`src/rtl/noisy_sine_source_pkg.sv`:
```
// Shared constants for the noisy sine source: sample format, the 32-entry
// offset-binary sine table and the LFSR seed/mask.
package noisy_sine_source_pkg;

  localparam int N     = 16;
  localparam int DEPTH = 32;

  localparam logic [15:0] LFSR_SEED = 16'hACE1;
  localparam logic [15:0] LFSR_MASK = 16'hB400;

  // round(32768 + 16384*sin(2*pi*k/32)), unsigned offset binary
  localparam logic [15:0] SINE [DEPTH] = '{
    16'h8000, 16'h8C7C, 16'h987E, 16'hA38E, 16'hAD41, 16'hB537, 16'hBB21, 16'hBEC5,
    16'hC000, 16'hBEC5, 16'hBB21, 16'hB537, 16'hAD41, 16'hA38E, 16'h987E, 16'h8C7C,
    16'h8000, 16'h7384, 16'h6782, 16'h5C72, 16'h52BF, 16'h4AC9, 16'h44DF, 16'h413B,
    16'h4000, 16'h413B, 16'h44DF, 16'h4AC9, 16'h52BF, 16'h5C72, 16'h6782, 16'h7384
  };

  // What the control logic does on a given enabled/disabled cycle.
  typedef enum logic [1:0] {
    CYC_HOLD   = 2'd0,
    CYC_COUNT  = 2'd1,
    CYC_SAMPLE = 2'd2
  } cycle_kind_e;

  // Clamp an 18-bit signed sum into the unsigned 16-bit sample range.
  function automatic logic [15:0] sat18(input logic signed [17:0] s);
    logic [15:0] r;
    if (s[17])      r = 16'h0000;
    else if (s[16]) r = 16'hFFFF;
    else            r = s[15:0];
    return r;
  endfunction

endpackage

```
`src/rtl/lfsr16_galois.sv`:
```
// 16-bit right-shifting Galois LFSR; advances one step per cycle with step=1.
// The seed is non-zero and the mask is maximal-length, so zero is unreachable.
module lfsr16_galois (
  input  logic        clk,
  input  logic        reset_n,
  input  logic        step,
  output logic [15:0] state
);
  import noisy_sine_source_pkg::*;

  logic [15:0] state_next;

  always_comb begin
    state_next = {1'b0, state[15:1]};
    if (state[0]) state_next = state_next ^ LFSR_MASK;
  end

  always_ff @(posedge clk) begin
    if (!reset_n)  state <= LFSR_SEED;
    else if (step) state <= state_next;
  end

endmodule

```
`src/rtl/noisy_sine_source.sv`:
```
// Sine table walker with rate divider and saturating LFSR noise injection.
// One sample per (rate_div+1) enabled cycles; output registered with its strobe.
module noisy_sine_source #(
  parameter int N     = 16,
  parameter int DEPTH = 32
) (
  input  logic         clk,
  input  logic         reset_n,
  input  logic         enable,
  input  logic [7:0]   rate_div,
  input  logic [4:0]   noise_shift,
  output logic [N-1:0] noisy,
  output logic         sample_valid,
  output logic         wrap
);
  import noisy_sine_source_pkg::*;

  localparam int AW = $clog2(DEPTH);

  logic [AW-1:0]      addr;
  logic [7:0]         cnt;
  logic [15:0]        lfsr_state;
  cycle_kind_e        cycle_kind;
  logic               lfsr_step;
  logic signed [15:0] lfsr_signed;
  logic signed [15:0] noise;
  logic signed [17:0] sum;
  logic [15:0]        sine_val;
  logic [15:0]        sample_next;

  // Lowering rate_div below cnt samples at once thanks to >=.
  always_comb begin
    cycle_kind = CYC_HOLD;
    if (enable) begin
      if (cnt >= rate_div) cycle_kind = CYC_SAMPLE;
      else                 cycle_kind = CYC_COUNT;
    end
  end

  assign lfsr_step = (cycle_kind == CYC_SAMPLE);

  lfsr16_galois u_lfsr (
    .clk     (clk),
    .reset_n (reset_n),
    .step    (lfsr_step),
    .state   (lfsr_state)
  );

  // Noise uses the LFSR value before this sample's step.
  always_comb begin
    lfsr_signed = lfsr_state;
    noise       = 16'sd0;
    if (!noise_shift[4]) noise = lfsr_signed >>> noise_shift[3:0];
  end

  always_comb begin
    sine_val    = SINE[addr];
    sum         = $signed({2'b00, sine_val}) + $signed({{2{noise[15]}}, noise});
    sample_next = sat18(sum);
  end

  always_ff @(posedge clk) begin
    if (!reset_n) begin
      addr         <= '0;
      cnt          <= '0;
      noisy        <= '0;
      sample_valid <= 1'b0;
      wrap         <= 1'b0;
    end else begin
      sample_valid <= 1'b0;
      wrap         <= 1'b0;
      case (cycle_kind)
        CYC_SAMPLE: begin
          cnt          <= '0;
          noisy        <= N'(sample_next);
          sample_valid <= 1'b1;
          wrap         <= (addr == AW'(DEPTH - 1));
          addr         <= addr + 1'b1;
        end
        CYC_COUNT: cnt <= cnt + 8'd1;
        default: ;
      endcase
    end
  end

endmodule

```
`config.mk`:
```
export PLATFORM = sky130hd
export DESIGN_NAME = noisy_sine_source
export DESIGN_NICKNAME = d
export VERILOG_FILES = /design/src/rtl/noisy_sine_source_pkg.sv /design/src/rtl/lfsr16_galois.sv /design/src/rtl/noisy_sine_source.sv
export SDC_FILE = /design/constraint.sdc
export NUM_CORES = 1
export LEC_CHECK = 0
export ABC_AREA = 1
export CAP_MARGIN = 20
export CORE_MARGIN = 5
export CORE_UTILIZATION = 55
export CTS_CLUSTER_SIZE = 8
export DETAILED_ROUTE_END_ITERATION = 8
export HOLD_SLACK_MARGIN = 0.06
export PLACE_DENSITY = 0.76
export SYNTH_ARGS = -nofsm -noshare
export SYNTH_HDL_FRONTEND = slang
export SYNTH_SLANG_ARGS = --single-unit
```
`constraint.sdc`:
```
create_clock -name clk -period 4.1 [get_ports clk]
set_input_delay 1.025 -clock clk [delete_from_list [all_inputs] [get_ports clk]]
set_output_delay 1.025 -clock clk [all_outputs]
set_load 0.02 [all_outputs]
```
==> flow_metrics.tcl, run 1 <==
set metrics [dict create \
    hold_class "reg -> reg" \
    remaining_drc_errors 0 \
    cts-root-buf "clkbuf_8" \
    power_density_mw_per_mm2 204 \
    yosysWarnings 0 \
    finalPower_w 0.00101 \
    dieWidth_um 99.5 \
    overflow 0 \
    busiest_layer "met2" \
    insertion_delay_ps 310 \
    cts_tree "yes" \
    hold_depth 2 \
    synth-edff-count 0 \
    syn-mean-instance-area_um2 6.08 \
    met2_usage 0.414 \
    clock-sinks 47 \
    wire_per_inst_um 13.6 \
    vias 4694 \
    crit_path_start_kind "primary input" \
    tns_ps 0 \
    drive_gt1_frac 0.0668 \
    place_area_mm2 0.00482 \
    grt_usage 0.233 \
    synth_area_leaders "dfxtp_1 21%, nand2_1 20%, ha_1 11%" \
    num-nets-final 801 \
    status "completed" \
    synth_top_area_share 0.214 \
    slew_viol_final 0 \
    syn_inst 724 \
    post-route-worst-setup-slack_ps 243 \
    first_global_vias 4445 \
    clockBufferDepth 2 \
    fin_skew_ps 9.10 \
    io_pins 34 \
    initial_core_util 0.567 \
    syn2layout_area_growth_pct 12.1 \
    dieHeight_um 99.5 \
    die_area_mm2 0.00990 \
    max-vdd-ir-drop_mv 0.137 \
    cts_buffers 5 \
    n_fill_cell 740 \
    r2r_cells 17 \
    grt.met1_usage 0.290 \
    grt_pass1_wl_um 19400 \
    io_buffers 33 \
    rsz0062_at_grt "true" \
    tightest_slew_ps 805 \
    setup_viol 0 \
    critPathRequiredTime_ps 4300 \
    diodes 0 \
    criticalPathCategory "in -> reg" \
    cts.repair.resized 0 \
    grtUsageMet3 0.0266 \
    multiInputGateArea_mm2 0.00294 \
    drtIter0Drc 447 \
    pre_cts_ws_ps -41.8 \
    via_per_inst 5.52 \
    maxCapViolCount 0 \
    synth_top_cell_by_area "dfxtp_1" \
    gp_congestion 0.947 \
    worstPathArrival_ps 4060 \
    syn_area_mm2 0.00441 \
    dr.pass1.iters 5 \
    p_leak_nw 2.49 \
    antenna_found_initial 0 \
    htree_levels 2 \
    regArea_um2 941 \
    worst_hold_slack_ps 455 \
    ys_ff_latch 47 \
    relSlewSlack 0.462 \
    synth_cell_types 39 \
    finalCriticalPeriod_ps 3860 \
    grt_max_degree 31 \
    post_cts_buffers 0 \
    ys.flop_type "dfxtp_1" \
    cts_hold_buffers 0 \
    dp_hpwl_um 8970 \
    drtAntennaViolNets 0 \
    ys_async_sr_fraction 0 \
    worstSetupEndpointType "flip-flop" \
    fmax_mhz 259 \
    final_area_mm2 0.00494 \
    fin_crit_sh 0.941 \
    routed_wl_um 11500 \
    synth_fp_nets 778 \
    hold_viol_final 0 \
    synth_seq_area_share 0.214 \
    rows 32 \
    fp.coreArea_mm2 0.00777 \
    cp_max_fo 30 \
    clk_pin_slew_worst_paths_ps 100 \
]
[state kept, by name, summed over array words and instances (netlist names)]
name / cells
noisy: 16
u_lfsr.state: 16
cnt: 8
addr: 5
sample_valid: 1
wrap: 1
[cell type report]
class | instances | share of cell area
Clock inverter | 3 | 0.00937
Inverter | 101 | 0.0768
Clock buffer | 5 | 0.0139
Tap cell | 102 | 0.0258
Multi-Input combinational cell | 547 | 0.596
Sequential cell | 47 | 0.191
Timing Repair Buffer | 45 | 0.0877
[synthesized netlist by cell type, types with 3 or more instances]
cell type / count
inv_1: 94
xnor2_1: 9
nor2_2: 3
nor2_1: 40
nor3_1: 5
nand3_1: 17
a21oi_1: 42
nand4_1: 20
o22ai_1: 13
o21ai_0: 61
clkbuf_1: 12
o221ai_1: 3
buf_2: 11
nand2_1: 237
ha_1: 37
a22oi_1: 9
inv_2: 5
dfxtp_1: 47
nand2_2: 12
nand3_2: 3
nand2_4: 3
xor2_1: 7
o211ai_1: 8
nand3b_1: 5
[final timing paths]
check / slack, ps / from / end
max: 240 / noise_shift[0] / noisy[1]$_SDFFE_PN0P_
min reg2reg: 460 / noisy[7]$_SDFFE_PN0P_ / noisy[7]$_SDFFE_PN0P_
max reg2reg: 490 / addr[1]$_SDFFE_PN0P_ / noisy[1]$_SDFFE_PN0P_
min: 460 / noisy[7]$_SDFFE_PN0P_ / noisy[7]$_SDFFE_PN0P_
[critical path: stages]
cell and delay, ps:
clkdlybuf4s50_1 450, buf_12 170, o21ai_0 220, o21ai_0 150, o21ai_0 290, nand2_1 90
a21oi_1 230, ha_1 350, nand2_2 120, inv_1 40, nand2_1 60, nand2_1 70
a21oi_1 190, nand3_1 150, nand2_4 180, nand2_1 90, nand4_1 90, nand2_1 60
[cells by family after synthesis]
family,after synthesis,share of synthesized area
flip-flops,47,0.214
AND/OR/NAND/NOR,351,0.344
XOR/XNOR,16,0.0318
buffers and inverters,130,0.118
adder cells (fa/ha/maj),38,0.110
AO/OA/AOI/OAI,141,0.180
multiplexers,1,0.00227
[placed cells by master (no fill, tap or decap), types with 2 or more instances in the layout]
master	instances
a21oi_1	42
a22oi_1	9
a32o_1	2
and2_1	2
buf_4	11
clkbuf_8	5
clkdlybuf4s50_1	33
clkinv_1	2
dfxtp_1	47
ha_1	37
inv_1	94
inv_2	5
nand2_1	237
nand2_2	12
nand2_4	3
nand3_1	17
nand3_2	3
nand3b_1	5
nand4_1	20
nor2_1	40
nor2_2	3
nor3_1	5
nor3_2	2
o211ai_1	8
o21ai_0	61
o221ai_1	3
o22ai_1	13
xnor2_1	9
xor2_1	7
[stage by stage]
step,std cells,util
2_1_floorplan,724,-
3_3_place_gp,842,0.621
3_5_place_dp,842,0.621
4_1_cts,850,0.636
5_1_grt,850,0.636
6_report,850,0.636
[where the power goes]
group / total, W / leakage (nW) / switching [W] / internal, W
registers: 0.000461 / 0.379 / 0.00000226 / 0.000459
logic: 0.000185 / 2.05 / 0.000116 / 0.0000681
clock network: 0.000361 / 0.0548 / 0.000177 / 0.000184
[layer usage]
metal,share of wire,routed length (um),vias to the layer above
met1,0.44,5050,2162
met5,0,0,-
met3,0.046,530,22
met2,0.49,5690,119
met4,0.022,249,0
li1,-,-,2391
No activity file was read; power rests on OpenSTA's default activity.
==> inputs of run 2 (changes only) <==
--- a/config.mk
+++ b/config.mk
@@ -13,6 +13,8 @@
 export DETAILED_ROUTE_END_ITERATION = 8
 export HOLD_SLACK_MARGIN = 0.06
 export PLACE_DENSITY = 0.76
+export SETUP_SLACK_MARGIN = 0.05
+export SLEW_MARGIN = 10
 export SYNTH_ARGS = -nofsm -noshare
 export SYNTH_HDL_FRONTEND = slang
 export SYNTH_SLANG_ARGS = --single-unit
==> flow_metrics.tcl, run 2 (synthesis results as in run 1) <==
set metrics [dict create \
    overflow 0 \
    fin_skew_ps 9.52 \
    p_leak_nw 2.52 \
    rows 32 \
    clk_pin_slew_worst_paths_ps 100 \
    max-vdd-ir-drop_mv 0.137 \
    rsz0062_at_grt "false" \
    final_area_mm2 0.00498 \
    worstSetupPathDepth 18 \
    relSlewSlack 0.451 \
    remaining_drc_errors 0 \
    num-nets-final 803 \
    grt_usage 0.233 \
    crit_slowest_cell "clkdlybuf4s50_1" \
    drtIter0Drc 457 \
    top_regs "noisy x16, u_lfsr.state x16, cnt x8" \
    dieHeight_um 99.5 \
    cts-root-buf "clkbuf_8" \
    initial_core_util 0.567 \
    worstSetupEndpointType "flip-flop" \
    reg2reg_slack_ps 480 \
    cp-startpoint "noise_shift[1]" \
    gp_congestion 0.947 \
    endpoint "noisy[1]$_SDFFE_PN0P_" \
    r2r_end "noisy[1]$_SDFFE_PN0P_" \
    criticalPathCategory "in -> reg" \
    post_cts_buffers 0 \
    power_density_mw_per_mm2 203 \
    status "completed" \
    critical_path.cell_chain "clkdlybuf4s50_1 > inv_1 > o21ai_0 > o21ai_0 > nand2_1 > a21oi_1 > ha_1 > nand2_2 > inv_1 > nand2_1 > nand2_1 > a21oi_1 > nand2_1 > nand2_2 > nand2_4 > nand2_1 > nand4_1 > nand2_1" \
    fmax_mhz 269 \
    finalCriticalPeriod_ps 3720 \
    insertion_delay_ps 310 \
    hold_depth 2 \
    wire_per_inst_um 13.8 \
    maxCapViolCount 0 \
    tightest_slew_ps 820 \
    io_pins 34 \
    path_buf_inv 3 \
    io_buffers 33 \
    cpMostUsedCell "nand2_1" \
    cp_max_fo 13 \
    first_global_vias 4445 \
    antenna_found_initial 0 \
    path_delay_family "simple AND/OR/NAND/NOR gates" \
    slowest_delay_ps 420 \
    final_common_cell "nand2_1" \
    slew_viol_final 0 \
    cts_tree "yes" \
    critPathRequiredTime_ps 4350 \
    hold_viol_final 0 \
    fp.coreArea_mm2 0.00777 \
    r2r_start "addr[0]$_SDFFE_PN0P_" \
    grt_max_degree 31 \
    drtAntennaViolNets 0 \
    htree_levels 2 \
    fin_crit_sh 0.907 \
    dr.pass1.iters 5 \
    die_area_mm2 0.00990 \
    vias 4743 \
    grt_pass1_wl_um 19400 \
    tns_ps 0 \
    drive_gt1_frac 0.0720 \
    clock-sinks 47 \
    cts_buffers 5 \
    crit_path_start_kind "primary input" \
    hold_class "reg -> reg" \
    syn2layout_area_growth_pct 13.1 \
    worstPathArrival_ps 3970 \
    dieWidth_um 99.5 \
    via_per_inst 5.57 \
    clockBufferDepth 2 \
    diodes 0 \
    routed_wl_um 11800 \
    place_area_mm2 0.00482 \
    setup_viol 0 \
    r2r_cells 18 \
    layout_common_cells "236 x nand2_1, 94 x inv_1, 59 x o21ai_0" \
    dp_hpwl_um 8970 \
]
-- run 2: final cells by class --
class	count	area [um2]
multi-input cells	548	2960
fillers	732	2780
flip-flops and latches	47	941
repair buffers	46	460
inverters	101	379
well taps	102	128
clock buffers	5	68.8
clock inverters	3	46.3
-- run 2: layer usage --
metal	GRT usage	wire length [um]	share of wire
met3	0.0266	629	0.053
met4	0.0830	246	0.021
met1	0.290	5090	0.43
met2	0.414	5800	0.49
met5	0	0	0
-- run 2: report_power, final --
| part | internal, W | switching (W) | total [W] |
|---|---|---|---|
| Combinational | 0.0000709 | 0.000120 | 0.000191 |
| Sequential | 0.000459 | 0.00000227 | 0.000461 |
| Clock | 0.000184 | 0.000177 | 0.000361 |
| Total | 0.000714 | 0.000299 | 0.00101 |
-- run 2: timing repair --
item | in CTS | in global routing
hold buffers | 0 | 0
hold endpoints to repair | 0 | 0
endpoints found under the setup margin | 0 | 14
resized for setup | 0 | 6
-- run 2: metrics by stage --
stage | setup slack (ps) | total power [W] | hold WS [ps] | util | cells
6_report | 380 | 0.00101 | 456 | 0.642 | 852
5_1_grt | 147 | 0.00106 | 477 | 0.642 | 852
4_1_cts | 260 | 0.00101 | 458 | 0.636 | 850
3_5_place_dp | -41.8 | 0.000653 | 439 | 0.621 | 842
3_3_place_gp | 53.5 | 0.000649 | 440 | 0.621 | 842
2_1_floorplan | 558 | 0.000603 | 461 | - | 724
-- run 2: worst min-delay path by stage --
stage	startpoint	to	slack (ps)
after global routing	noisy[10]$_SDFFE_PN0P_	noisy[10]$_SDFFE_PN0P_	480
after CTS	noisy[7]$_SDFFE_PN0P_	noisy[7]$_SDFFE_PN0P_	460
after detailed placement	noisy[7]$_SDFFE_PN0P_	noisy[7]$_SDFFE_PN0P_	440
final	noisy[7]$_SDFFE_PN0P_	noisy[7]$_SDFFE_PN0P_	460
after global placement	noisy[6]$_SDFFE_PN0P_	noisy[6]$_SDFFE_PN0P_	440
after floorplan	cnt[0]$_SDFFE_PN0P_	cnt[0]$_SDFFE_PN0P_	460
-- run 2: worst reg2reg max path: stages, from the launching register on --
cell     delay [ps]
dfxtp_1         550
inv_1           250
ha_1            400
nor2_1          270
nor3_1           90
o21ai_0         400
inv_1           160
fa_1            440
nand3_1         110
nand3_2         100
nand2_1          90
nand2_2          60
nand2_2          70
nand2_1          80
nand2_2         130
nand2_4         100
nand2_1          90
nand4_1          90
nand2_1          90
==> inputs of run 3 (changes only) <==
--- a/config.mk
+++ b/config.mk
@@ -12,7 +12,7 @@
 export CTS_CLUSTER_SIZE = 8
 export DETAILED_ROUTE_END_ITERATION = 8
 export HOLD_SLACK_MARGIN = 0.06
-export PLACE_DENSITY = 0.76
+export PLACE_DENSITY = 0.73
 export SETUP_SLACK_MARGIN = 0.05
 export SLEW_MARGIN = 10
 export SYNTH_ARGS = -nofsm -noshare
==> flow_metrics.tcl, run 3 (synthesis results as in run 1) <==
set metrics [dict create \
    drive_gt1_frac 0.0758 \
    vias 4682 \
    syn2layout_area_growth_pct 13.5 \
    clockBufferDepth 2 \
    post-route-worst-setup-slack_ps 469 \
    reg2reg_slack_ps 560 \
    drtAntennaViolNets 0 \
    initial_core_util 0.567 \
    die_area_mm2 0.00990 \
    met2_usage 0.399 \
    num-nets-final 805 \
    gp_congestion 0.929 \
    grt_max_degree 31 \
    n_fill_cell 722 \
    p_leak_nw 2.53 \
    relSlewSlack 0.457 \
    min_to "noisy[9]$_SDFFE_PN0P_" \
    worstSetupEndpointType "flip-flop" \
    hold_depth 2 \
    drtIter0Drc 327 \
    finalCriticalPeriod_ps 3630 \
    finalPower_w 0.00101 \
    via_per_inst 5.48 \
    diodes 0 \
    slew_viol_final 0 \
    fmax_mhz 275 \
    cts-root-buf "clkbuf_8" \
    crit_path_start_kind "primary input" \
    power_density_mw_per_mm2 202 \
    layout_common_cells "236 x nand2_1, 94 x inv_1, 61 x o21ai_0" \
    placedCellCount 844 \
    maxCapViolCount 0 \
    holdCritStartpoint "noisy[9]$_SDFFE_PN0P_" \
    rsz0062_at_grt "false" \
    cts_tree "yes" \
    tns_ps 0 \
    critical_path.cell_chain "clkdlybuf4s50_1 > buf_4 > o21ai_0 > mux2i_1 > nand2_1 > a21oi_1 > ha_1 > nand2_2 > inv_1 > nand2_1 > nand2_2 > inv_2 > nand3_2 > nand2_2 > nand3_1 > nand2_4 > nand4_1 > nand2_1" \
    routed_wl_um 11800 \
    worstPathArrival_ps 3880 \
    dieHeight_um 99.5 \
    htree_levels 2 \
    tightest_slew_ps 812 \
    overflow 0 \
    fp.coreArea_mm2 0.00777 \
    clk_pin_slew_worst_paths_ps 90 \
    dieWidth_um 99.5 \
    r2r_end "noisy[12]$_SDFFE_PN0P_" \
    final_common_cell "nand2_1" \
    fin_skew_ps 9.60 \
    wire_per_inst_um 13.8 \
    path_buf_inv 4 \
    setup_viol 0 \
    worst_hold_slack_ps 456 \
    antenna_found_initial 0 \
    rows 32 \
    grtUsageMet3 0.0259 \
    grt_usage 0.235 \
    criticalPathCategory "in -> reg" \
    hold_viol_final 0 \
    path_delay_family "simple AND/OR/NAND/NOR gates" \
    cp_max_fo 16 \
    slowest_delay_ps 490 \
    io_buffers 33 \
    dp_hpwl_um 9090 \
    insertion_delay_ps 310 \
    first_global_vias 4339 \
    status "completed" \
    remaining_drc_errors 0 \
    clock-sinks 47 \
    grt_pass1_wl_um 19500 \
    critPathRequiredTime_ps 4350 \
    hold_class "reg -> reg" \
    top_regs "noisy x16, u_lfsr.state x16, cnt x8" \
    dr.pass1.iters 5 \
    final_cells 854 \
    max-vdd-ir-drop_mv 0.109 \
    cts_buffers 5 \
    crit_slowest_cell "clkdlybuf4s50_1" \
    pre_cts_ws_ps -63.1 \
    busiest_layer "met2" \
    r2r_start "addr[1]$_SDFFE_PN0P_" \
    fin_crit_sh 0.886 \
    grt.met1_usage 0.303 \
    io_pins 34 \
    r2r_cells 18 \
]
[run 3: layout make-up]
class | instances | area, um2 | area share
multi-input combinational | 548 | 2960 | 0.593
sequential | 47 | 941 | 0.188
timing repair buffer | 48 | 475 | 0.0950
inverter | 101 | 379 | 0.0758
tap | 102 | 128 | 0.0255
clock buffer | 5 | 68.8 | 0.0138
clock inverter | 3 | 46.3 | 0.00925
[run 3: stage by stage]
step / area [um2] / utilization
2_1_floorplan: 4410 / -
3_3_place_gp: 4840 / 0.623
4_1_cts: 4950 / 0.638
3_5_place_dp: 4840 / 0.623
5_1_grt: 5000 / 0.644
6_report: 5000 / 0.644
[run 3: report_power, final]
group	internal, W	total [W]	switching [W]
sequential	0.000459	0.000461	0.00000220
clock	0.000184	0.000356	0.000172
combinational	0.0000716	0.000191	0.000120
total	0.000714	0.00101	0.000294
[run 3: what timing repair did]
item / CTS / global route
endpoints found under the hold margin: 0 / 0
hold buffers: 0 / 0
endpoints found under the setup margin: 0 / 16
resized for setup: 0 / 5
setup buffers: 0 / 0
[run 3: how the worst max path moves through the flow]
stage | startpoint | end | slack, ps | cells after the start
after floorplan | noise_shift[1] | noisy[6]$_SDFFE_PN0P_ | 560 | 19
after detailed placement | noise_shift[0] | noisy[13]$_SDFFE_PN0P_ | -60 | 19
after global routing | noise_shift[1] | noisy[12]$_SDFFE_PN0P_ | 180 | 19
final | noise_shift[1] | noisy[12]$_SDFFE_PN0P_ | 470 | 18
after global placement | noise_shift[0] | noisy[13]$_SDFFE_PN0P_ | -20 | 19
after CTS | noise_shift[0] | noisy[13]$_SDFFE_PN0P_ | 250 | 19
[run 3: worst reg2reg max path, delay by kind of cell, from the launching register on]
family / cells / cell delay [ps]
DFF: 1 / 570
adders and majority gates: 2 / 820
and+or+nand+nor: 13 / 1350
buffers and inverters: 2 / 400
AOI/OAI and AO/OA: 1 / 350
[run 3: per-layer routing]
layer / vias to the layer above / share of wire
met4: 0 / 0.029
met3: 40 / 0.051
li1: 2402 / -
met1: 2077 / 0.44
met5: - / 0
met2: 163 / 0.48
